<file path="src/rtl/bcd_counter_mux_disp_if.sv">
// Control and display bus for bcd_counter_mux_disp.
// The master drives the control inputs and the slave (the counter) drives the count and display outputs.
interface bcd_counter_mux_disp_if #(
   parameter int unsigned NUM_DIGITS = 4
);
   logic                      cnt_start;
   logic                      cnt_stop;
   logic                      cnt_rst;
   logic                      cnt_dir;
   logic                      disp_tgl;
   logic                      blank_lz;
   logic [4*NUM_DIGITS-1:0]   bcd_val;
   logic                      running;
   logic                      wrap;
   logic [6:0]                seg_out;
   logic [NUM_DIGITS-1:0]     dig_sel;

   modport master (
      output cnt_start, cnt_stop, cnt_rst, cnt_dir, disp_tgl, blank_lz,
      input  bcd_val, running, wrap, seg_out, dig_sel
   );

   modport slave (
      input  cnt_start, cnt_stop, cnt_rst, cnt_dir, disp_tgl, blank_lz,
      output bcd_val, running, wrap, seg_out, dig_sel
   );
endinterface

</file>
<file path="src/rtl/bcd_counter_mux_disp.sv">
// N-digit BCD up/down counter with terminal count, prescaler, start/stop/clear control
// and a time-multiplexed 7-segment display scanner.
module bcd_counter_mux_disp #(
   parameter int unsigned NUM_DIGITS = 4,
   parameter int unsigned MAX_VAL    = 9999,
   parameter int unsigned PRESCALE   = 1,
   parameter int unsigned SCAN_DIV   = 4
) (
   input logic                  clk,
   input logic                  rst,
   bcd_counter_mux_disp_if.slave io
);
   localparam int unsigned DW = 4 * NUM_DIGITS;
   localparam int unsigned PW = (PRESCALE > 1) ? $clog2(PRESCALE) : 1;
   localparam int unsigned SW = (SCAN_DIV > 1) ? $clog2(SCAN_DIV) : 1;
   localparam int unsigned IW = (NUM_DIGITS > 1) ? $clog2(NUM_DIGITS) : 1;

   function automatic logic [DW-1:0] to_bcd(input int unsigned v);
      logic [DW-1:0] r;
      int unsigned   t;
      r = '0;
      t = v;
      for (int unsigned i = 0; i < NUM_DIGITS; i++) begin
         r[4*i +: 4] = 4'(t % 10);
         t = t / 10;
      end
      return r;
   endfunction

   function automatic logic [DW-1:0] bcd_inc(input logic [DW-1:0] v);
      logic [DW-1:0] r;
      logic          c;
      r = v;
      c = 1'b1;
      for (int unsigned i = 0; i < NUM_DIGITS; i++) begin
         if (c) begin
            if (r[4*i +: 4] == 4'd9) r[4*i +: 4] = 4'd0;
            else begin
               r[4*i +: 4] = r[4*i +: 4] + 4'd1;
               c = 1'b0;
            end
         end
      end
      return r;
   endfunction

   function automatic logic [DW-1:0] bcd_dec(input logic [DW-1:0] v);
      logic [DW-1:0] r;
      logic          b;
      r = v;
      b = 1'b1;
      for (int unsigned i = 0; i < NUM_DIGITS; i++) begin
         if (b) begin
            if (r[4*i +: 4] == 4'd0) r[4*i +: 4] = 4'd9;
            else begin
               r[4*i +: 4] = r[4*i +: 4] - 4'd1;
               b = 1'b0;
            end
         end
      end
      return r;
   endfunction

   function automatic logic [6:0] seg7(input logic [3:0] d);
      case (d)
         4'd0:    return 7'h3F;
         4'd1:    return 7'h06;
         4'd2:    return 7'h5B;
         4'd3:    return 7'h4F;
         4'd4:    return 7'h66;
         4'd5:    return 7'h6D;
         4'd6:    return 7'h7D;
         4'd7:    return 7'h07;
         4'd8:    return 7'h7F;
         4'd9:    return 7'h6F;
         default: return 7'h00;
      endcase
   endfunction

   localparam logic [DW-1:0] MAX_BCD    = to_bcd(MAX_VAL);
   localparam logic [PW-1:0] PRESC_LAST = PW'(PRESCALE - 1);
   localparam logic [SW-1:0] SCAN_LAST  = SW'(SCAN_DIV - 1);
   localparam logic [IW-1:0] IDX_LAST   = IW'(NUM_DIGITS - 1);

   typedef enum logic [1:0] {IDLE, RUN, PAUSE} state_t;

   state_t                state, state_nxt;
   logic                  start_q, stop_q;
   logic                  start_e, stop_e;
   logic [PW-1:0]         presc, presc_nxt;
   logic [DW-1:0]         bcd_q, bcd_nxt;
   logic                  wrap_q, wrap_nxt;
   logic [SW-1:0]         scan, scan_nxt;
   logic [IW-1:0]         idx, idx_nxt;
   logic [6:0]            seg_q, seg_nxt;
   logic [NUM_DIGITS-1:0] sel_q, sel_nxt;
   logic [3:0]            digit;
   logic                  lead_zero;
   logic [6:0]            pattern;

   assign start_e = io.cnt_start & ~start_q;
   assign stop_e  = io.cnt_stop  & ~stop_q;

   always_ff @(posedge clk) begin
      if (rst) begin
         state   <= IDLE;
         start_q <= 1'b1;
         stop_q  <= 1'b1;
         presc   <= '0;
         bcd_q   <= '0;
         wrap_q  <= 1'b0;
         scan    <= '0;
         idx     <= '0;
         seg_q   <= '0;
         sel_q   <= NUM_DIGITS'(1);
      end else begin
         state   <= state_nxt;
         start_q <= io.cnt_start;
         stop_q  <= io.cnt_stop;
         presc   <= presc_nxt;
         bcd_q   <= bcd_nxt;
         wrap_q  <= wrap_nxt;
         scan    <= scan_nxt;
         idx     <= idx_nxt;
         seg_q   <= seg_nxt;
         sel_q   <= sel_nxt;
      end
   end

   // A stop edge in RUN freezes the prescaler and suppresses that cycle's step,
   // so PAUSE resumes with exactly the remaining clocks of the interrupted period.
   always_comb begin
      state_nxt = state;
      presc_nxt = presc;
      bcd_nxt   = bcd_q;
      wrap_nxt  = 1'b0;
      if (io.cnt_rst) begin
         state_nxt = IDLE;
         presc_nxt = '0;
         bcd_nxt   = '0;
      end else begin
         case (state)
            IDLE: begin
               presc_nxt = '0;
               if (start_e && !stop_e) state_nxt = RUN;
            end
            RUN: begin
               if (stop_e) begin
                  state_nxt = PAUSE;
               end else if (presc == PRESC_LAST) begin
                  presc_nxt = '0;
                  if (io.cnt_dir) begin
                     if (bcd_q == MAX_BCD) begin
                        bcd_nxt  = '0;
                        wrap_nxt = 1'b1;
                     end else begin
                        bcd_nxt = bcd_inc(bcd_q);
                     end
                  end else begin
                     if (bcd_q == '0) begin
                        bcd_nxt  = MAX_BCD;
                        wrap_nxt = 1'b1;
                     end else begin
                        bcd_nxt = bcd_dec(bcd_q);
                     end
                  end
               end else begin
                  presc_nxt = presc + 1'b1;
               end
            end
            PAUSE: begin
               if (start_e && !stop_e) state_nxt = RUN;
            end
            default: state_nxt = IDLE;
         endcase
      end
   end

   always_comb begin
      scan_nxt = scan + 1'b1;
      idx_nxt  = idx;
      if (scan == SCAN_LAST) begin
         scan_nxt = '0;
         idx_nxt  = (idx == IDX_LAST) ? '0 : idx + 1'b1;
      end
      digit     = bcd_q[4*idx_nxt +: 4];
      lead_zero = (idx_nxt != '0);
      for (int unsigned i = 0; i < NUM_DIGITS; i++) begin
         if (i >= 32'(idx_nxt) && bcd_q[4*i +: 4] != 4'd0) lead_zero = 1'b0;
      end
      pattern = (io.blank_lz && lead_zero) ? 7'h00 : seg7(digit);
      seg_nxt = pattern ^ {7{io.disp_tgl}};
      sel_nxt = '0;
      sel_nxt[idx_nxt] = 1'b1;
   end

   assign io.bcd_val = bcd_q;
   assign io.running = (state == RUN);
   assign io.wrap    = wrap_q;
   assign io.seg_out = seg_q;
   assign io.dig_sel = sel_q;
endmodule
</file>
<file path="src/flat_wrapper.sv">
// flat-port wrapper written by rule: the top's interface ports become plain ports
module bcd_counter_mux_disp_flat 
#(
   parameter int unsigned NUM_DIGITS = 4,
   parameter int unsigned MAX_VAL    = 9999,
   parameter int unsigned PRESCALE   = 1,
   parameter int unsigned SCAN_DIV   = 4
)
  (clk, rst, io_cnt_start, io_cnt_stop, io_cnt_rst, io_cnt_dir, io_disp_tgl, io_blank_lz, io_bcd_val, io_running, io_wrap, io_seg_out, io_dig_sel);
  bcd_counter_mux_disp_if #(.NUM_DIGITS(NUM_DIGITS)) io_i ();
  input logic clk;
  input logic rst;
  input wire logic [$bits(io_i.cnt_start)-1:0] io_cnt_start;
  input wire logic [$bits(io_i.cnt_stop)-1:0] io_cnt_stop;
  input wire logic [$bits(io_i.cnt_rst)-1:0] io_cnt_rst;
  input wire logic [$bits(io_i.cnt_dir)-1:0] io_cnt_dir;
  input wire logic [$bits(io_i.disp_tgl)-1:0] io_disp_tgl;
  input wire logic [$bits(io_i.blank_lz)-1:0] io_blank_lz;
  output wire logic [$bits(io_i.bcd_val)-1:0] io_bcd_val;
  output wire logic [$bits(io_i.running)-1:0] io_running;
  output wire logic [$bits(io_i.wrap)-1:0] io_wrap;
  output wire logic [$bits(io_i.seg_out)-1:0] io_seg_out;
  output wire logic [$bits(io_i.dig_sel)-1:0] io_dig_sel;
  assign io_i.cnt_start = io_cnt_start;
  assign io_i.cnt_stop = io_cnt_stop;
  assign io_i.cnt_rst = io_cnt_rst;
  assign io_i.cnt_dir = io_cnt_dir;
  assign io_i.disp_tgl = io_disp_tgl;
  assign io_i.blank_lz = io_blank_lz;
  assign io_bcd_val = io_i.bcd_val;
  assign io_running = io_i.running;
  assign io_wrap = io_i.wrap;
  assign io_seg_out = io_i.seg_out;
  assign io_dig_sel = io_i.dig_sel;
  bcd_counter_mux_disp #(.NUM_DIGITS(NUM_DIGITS), .MAX_VAL(MAX_VAL), .PRESCALE(PRESCALE), .SCAN_DIV(SCAN_DIV)) u_core (.clk(clk), .rst(rst), .io(io_i));
endmodule
</file>
<file path="config.mk">
export PLATFORM = sky130hd
export DESIGN_NAME = bcd_counter_mux_disp_flat
export DESIGN_NICKNAME = d
export VERILOG_FILES = /design/src/rtl/bcd_counter_mux_disp_if.sv /design/src/rtl/bcd_counter_mux_disp.sv /design/src/flat_wrapper.sv
export SDC_FILE = /design/constraint.sdc
export NUM_CORES = 1
export LEC_CHECK = 0
export ABC_AREA = 1
export ABC_CLOCK_PERIOD_IN_PS = 3000
export CAP_MARGIN = 40
export CORE_UTILIZATION = 53
export DETAILED_ROUTE_END_ITERATION = 8
export PLACE_DENSITY_LB_ADDON = 0.1
export SYNTH_ARGS = -nofsm -noshare
export SYNTH_HDL_FRONTEND = slang
export SYNTH_SLANG_ARGS = --single-unit
</file>
<file path="constraint.sdc">
create_clock -name clk -period 3 [get_ports clk]
set_clock_uncertainty 0.1 [all_clocks]
set_input_delay 0.6 -clock clk [delete_from_list [all_inputs] [get_ports clk]]
set_output_delay 0.6 -clock clk [all_outputs]
set_load 0.01 [all_outputs]
</file>
==> results of run 1 <==
-- path summary, 6_finish.rpt --
kind,startpoint,end,slack [ps],cells past startpoint
worst max-delay path,u_core.scan[0]$_SDFF_PP0_,u_core.io.seg_out[3]$_SDFF_PP0_,510,12
worst min-delay path,u_core.scan[0]$_SDFF_PP0_,u_core.scan[0]$_SDFF_PP0_,330,1
worst max register to register,u_core.scan[0]$_SDFF_PP0_,u_core.io.seg_out[3]$_SDFF_PP0_,510,12
worst min register to register,u_core.scan[0]$_SDFF_PP0_,u_core.scan[0]$_SDFF_PP0_,330,1
-- synthesized netlist by cell type (2+ instances only) --
library cell   n
nand3_1       52
nand2_1       50
inv_1         40
dfxtp_1       36
nor2_1        35
o21ai_0       26
ha_1          18
a21oi_1       17
nand2_2       13
nor3_1         9
a31oi_1        6
clkbuf_1       6
nor2_2         4
o211ai_1       4
xor2_1         4
a211oi_1       3
inv_2          3
nand3b_1       3
o21ai_2        3
o221ai_1       3
xnor2_1        3
buf_2          2
buf_6          2
or2_2          2
-- state kept, by name, indices dropped and copies added, names as in the netlist --
name,flops
u_core.idx,2
u_core.io.bcd_val,16
u_core.io.dig_sel,4
u_core.io.seg_out,7
u_core.io.wrap,1
u_core.scan,2
u_core.start_q,1
u_core.state,2
u_core.stop_q,1
-- cell families (layout without fill, tap and decap cells) --
group	after synthesis	count (layout)	share of synthesized area
adders and majority gates	18	18	0.0903
and+or+nand+nor	173	173	0.328
DFF	36	36	0.289
buffers and inverters	57	93	0.101
AOI/OAI and AO/OA	68	68	0.167
xor gates and xnor gates	7	7	0.0246
-- where the power goes --
| part | total (mW) | internal, mW | switching, mW |
|---|---|---|---|
| Clock | 0.360 | 0.187 | 0.173 |
| Sequential | 0.518 | 0.507 | 0.0108 |
| Combinational | 0.299 | 0.125 | 0.175 |
-- stage by stage --
| stage | total power, mW | instances | area, sq um |
|---|---|---|---|
| 4_1_cts | 1.18 | 447 | 2960 |
| 6_report | 1.18 | 447 | 2960 |
| 3_3_place_gp | 0.824 | 439 | 2870 |
| 5_1_grt | 1.25 | 447 | 2960 |
| 2_1_floorplan | 0.746 | 359 | 2490 |
| 3_5_place_dp | 0.827 | 439 | 2870 |
-- per-layer routing --
layer / vias up / wire length, um / track usage
li1: 1282 / - / -
met1: 1118 / 2680 / 0.304
met2: 67 / 2800 / 0.437
met3: 10 / 258 / 0.0470
met4: 0 / 101 / 0.0933
met5: - / 0 / 0
-- critical path: stages, from the launching register on --
cell      delay (ps)
dfxtp_1          340
ha_1             400
inv_6             60
o21ai_2          410
nand3_1          130
nand2_1           80
nor2_1            80
ha_1             290
nand3b_1         170
nand3_1          120
nand3_1           80
nand2_1           70
nor2_1            40
-- final cells by class --
type	count	area, sq um
Clock buffer	8	90.1
Sequential cell	36	721
Timing Repair Buffer	40	390
Fill cell	403	1480
Multi-Input combinational cell	266	1520
Tap cell	52	65.1
Inverter	45	174
==> out/metrics.csv, run 1 <==
stage;metric;value;unit
pwr;maximum VDD drop;0.197;mV
clocking;number of hold buffers added after cts;0;
timing;Worst-Margin Slew;480;ps
min_path;hold crit path type;reg -> reg;
yosys;top cell type by total area after synthesis;dfxtp_1;
placement;Port Buf Inserts;36;
timing;crit share post-route;0.829;
floorplanning;die extent in y;70.6;um
placement;gpl congestion;0.905;
setup_path;CP max FO;11;
clocking;Num CTS Buffers;5;
yosys;YS warnings;0;
finish;most common cell after layout, fill and taps aside;nand3_1;
route;Avg WL per Cell;13.1;um
setup_path;CP Capture Type;flip-flop;
route;Initial DRC Count;157;
setup_path;CP arrival;2570;ps
clocking;Clock Tree Buf Depth;2;
finish;commonest cells after routing, fill and taps aside;52 x nand3_1, 50 x nand2_1, 40 x inv_1;
clocking;clock latency at the later pin of the worst-skew pair;290;ps
placement;Placement Setup Slack;547;ps
timing;final hold vios;0;
clocking;Reg clk slew, reported paths;70;ps
floorplanning;Core Region;4440;sq um
timing;endpoints failing setup;0;
yosys;syn avg cell area;6.95;sq um
timing;worst setup margin;513;ps
timing;worst rel slew slack;0.679;
placement;final HPWL from detailed placement;4410;um
global_route;initial antenna violation count;0;
yosys;Net Count, Synth;385;
timing;Peak Freq;402;MHz
clocking;CTS Sinks;36;
yosys;Synth top area share;0.289;
yosys;Post-Syn Area;2490;sq um
route;Total Wirelength;5840;um
finish;Final Net Count;420;
global_route;pin count of the biggest net entering global routing;17;
finish;Final Util;0.666;
setup_path;Crit path required time;3090;ps
route;DR pass1 iterations;7;
floorplanning;die area;4980;sq um
pwr;Leak Pwr;1.30;nW
timing;unrepaired setup endpoints after global routing;no;
clocking;Post CTS Setup Buffer Count;0;
yosys;Synth cell types;39;
global_route;vias in the first global route;2264;
flow_run;Max Cap Viol;0;
yosys;synth top area cells;dfxtp_1 29%, nand3_1 10%, ha_1 9.0%;
yosys;Synth async-reset ratio;0;
yosys;number of synthesized flops with an enable pin;0;
timing;Setup TNS Final;0;ps
pwr;PD cells;397;nW/um^2
finish;Area Growth Syn to Fin;18.8;%
floorplanning;die width;70.6;um
setup_path;CP Launch Type;flip-flop;
run_status;failing checks;design-rule violations;
floorplanning;row count;24;
clocking;H-tree depth;2;
timing;Final Critical Period;2490;ps
setup_path;Setup Crit Path Kind;reg -> reg;
yosys;Top FF cell, synth;dfxtp_1;
clocking;clock root buffer;clkbuf_8;
global_route;grt total ovfl;0;
route;DRC;2;
yosys;Seq/Total Area, Yosys;0.289;
yosys;Yosys reg bits;36;
clocking;TritonCTS clock tree;built;
route;routed vias;2477;
global_route;GRT Overall Usage;0.249;
yosys;Cells after Synth;359;
timing;Worst Hold Slack;333;ps
clocking;post-cts sizing count;0;
run_status;outcome;finished with violations;
global_route;global-route wire length before repair;9880;um
finish;ant diodes;0;
route;antenna viol nets, final;0;
route;vias per cell;5.54;
floorplanning;# IOs;37;
timing;Slew Limit Fails;0;
floorplanning;Starting Density;0.561;
finish;layout cell share with drive strength beyond 1;0.0987;
No activity file was read; power rests on OpenSTA's default activity.
==> run 2: changes to the inputs <==
Settings changed: ABC_CLOCK_PERIOD_IN_PS 3000 to 2300.
Clock period 3 ns to 2.3 ns, I/O delays scaled along.
==> out/metrics.csv, run 2 (synthesized netlist as in run 1, its figures left out) <==
stage;metric;value;unit
route;DR pass1 iterations;8;
setup_path;crit-path most repeated cell;nand3_1;
pwr;Sw Pwr;0.490;mW
timing;worst rel slew slack;0.760;
timing;Slew Limit Fails;0;
clocking;Clock Tree Buf Depth;2;
pwr;Comb pwr share;0.283;
placement;Port Buf Inserts;36;
route;vias per cell;5.54;
floorplanning;die area;4980;sq um
pwr;Clock power frac;0.280;
floorplanning;row count;24;
global_route;initial antenna violation count;0;
global_route;grt total ovfl;0;
route;routed vias;2577;
placement;final HPWL from detailed placement;4560;um
finish;storage element area;724;sq um
clocking;CTS Sinks;36;
timing;final hold vios;0;
global_route;GRT Overall Usage;0.257;
floorplanning;Starting Density;0.561;
floorplanning;Core Region;4440;sq um
route;DRC;2;
timing;Peak Freq;458;MHz
min_path;Hold Path Sink;u_core.scan[0]$_SDFF_PP0_;
pwr;sequential cell fraction of total power;0.437;
floorplanning;die width;70.6;um
setup_path;CP Capture Type;flip-flop;
pwr;maximum VDD drop;0.238;mV
finish;multi-input gate area in the final layout;1550;sq um
clocking;H-tree depth;2;
placement;gpl congestion;0.950;
timing;endpoints failing setup;0;
clocking;Reg clk slew, reported paths;70;ps
finish;final instance area;3120;sq um
route;Total Wirelength;6080;um
setup_path;r2r setup slk;120;ps
timing;worst setup margin;115;ps
route;Avg WL per Cell;13.1;um
pwr;total power;1.55;mW
clocking;clock root buffer;clkbuf_8;
clocking;number of hold buffers added after cts;0;
pwr;PD cells;498;nW/um^2
flow_run;Max Cap Viol;0;
clocking;Num CTS Buffers;5;
min_path;hold path depth;1;
clocking;TritonCTS clock tree;built;
finish;ant diodes;0;
timing;Worst Hold Slack;340;ps
finish;Area Growth Syn to Fin;25.2;%
clocking;clock latency at the later pin of the worst-skew pair;300;ps
route;Initial DRC Count;178;
setup_path;CP Cell Sequence;ha_1, inv_2, o21ai_2, buf_4, nand3_1, nand2_2, nor2_4, inv_1, ha_1, nand3b_1, nand3_1, nand3_1, nand2_1, nor2_1;
placement;Placed Area;3010;sq um
setup_path;Crit path required time;2390;ps
setup_path;max incr delay on CP;340;ps
floorplanning;die extent in y;70.6;um
finish;Fill cells;365;
finish;most common cell after layout, fill and taps aside;nand3_1;
min_path;hold crit path type;reg -> reg;
setup_path;Critical R2R Launch;u_core.idx[1]$_SDFF_PP0_;
setup_path;CP arrival;2280;ps
finish;Final Net Count;439;
timing;crit share post-route;0.950;
pwr;Leak Pwr;1.39;nW
floorplanning;# IOs;37;
global_route;pin count of the biggest net entering global routing;13;
pwr;Pint;1.07;mW
setup_path;CP max FO;8;
setup_path;Setup Crit Path Kind;reg -> reg;
global_route;vias in the first global route;2313;
setup_path;reg-to-reg endpoint;u_core.io.seg_out[5]$_SDFF_PP0_;
setup_path;slowest stage cell, crit path;dfxtp_2;
finish;layout cell share with drive strength beyond 1;0.160;
run_status;outcome;finished with violations;
finish;Largest register FFs;16;
finish;commonest cells after routing, fill and taps aside;51 x nand3_1, 49 x nand2_1, 39 x inv_1;
placement;Placement Setup Slack;-57.3;ps
route;antenna viol nets, final;0;
pwr;Sw Share;0.315;
global_route;global-route wire length before repair;10300;um
min_path;Hold Crit Start;u_core.scan[0]$_SDFF_PP0_;
timing;Final Critical Period;2180;ps
setup_path;CP Launch Type;flip-flop;
timing;Worst-Margin Slew;358;ps
run_status;failing checks;design-rule violations;
setup_path;worst reg2reg path depth;14;
[run 2: cell type report]
class	count	area share
tap	52	0.0208
timing repair buffer	59	0.171
clock buffer	6	0.0232
clock inverter	1	0.00160
multi-input combinational	266	0.496
sequential	36	0.232
inverter	45	0.0557
[run 2: power groups by stage]
stage	sequential [mW]	combinational [mW]	clock, mW
floorplan	0.704	0.269	0
global placement	0.689	0.420	0
detailed placement	0.689	0.425	0
CTS	0.675	0.428	0.442
global route	0.682	0.494	0.475
finish	0.679	0.440	0.436
[run 2: what timing repair did]
| item | in CTS | in global routing |
|---|---|---|
| buffers inserted | 0 | 1 |
| pin swaps | 0 | 3 |
| resized for setup | 1 | 9 |
| setup endpoints to repair | 3 | 7 |
[run 2: critical path: cells and delay by family (launching register included)]
family          cells  cell delay [ps]
compound gates      1               50
buf+inv             3              300
fa+ha+maj           2              480
simple gates        8              800
flops               1              340
[run 2: metal layers]
layer  global-route usage  vias to the layer above  wire (um)
li1                     -                     1312          -
met4                0.107                        0         97
met1                0.340                     1180       2740
met3               0.0427                       11        336
met5                    0                        -          0
met2                0.420                       74       2910
[run 2: worst max-delay path by stage]
stage / startpoint / end / slack [ps] / cells past startpoint
CTS: u_core.idx[1]$_SDFF_PP0_ / u_core.io.seg_out[6]$_SDFF_PP0_ / 8 / 14
floorplan: u_core.idx[0]$_SDFF_PP0_ / u_core.io.seg_out[5]$_SDFF_PP0_ / 170 / 15
detailed placement: u_core.scan[0]$_SDFF_PP0_ / u_core.io.seg_out[6]$_SDFF_PP0_ / -60 / 15
finish: u_core.idx[1]$_SDFF_PP0_ / u_core.io.seg_out[5]$_SDFF_PP0_ / 120 / 14
global route: u_core.idx[0]$_SDFF_PP0_ / u_core.io.seg_out[5]$_SDFF_PP0_ / -40 / 14
global placement: u_core.scan[0]$_SDFF_PP0_ / u_core.io.seg_out[5]$_SDFF_PP0_ / 20 / 15
[run 2: per-stage QoR]
step                      utilization  TNS, ps  std cells
after floorplan                     -        0        359
after global placement          0.677        0        457
after detailed placement        0.677     -122        457
after CTS                       0.695        0        464
after global routing            0.703    -79.6        465
final                           0.703        0        465
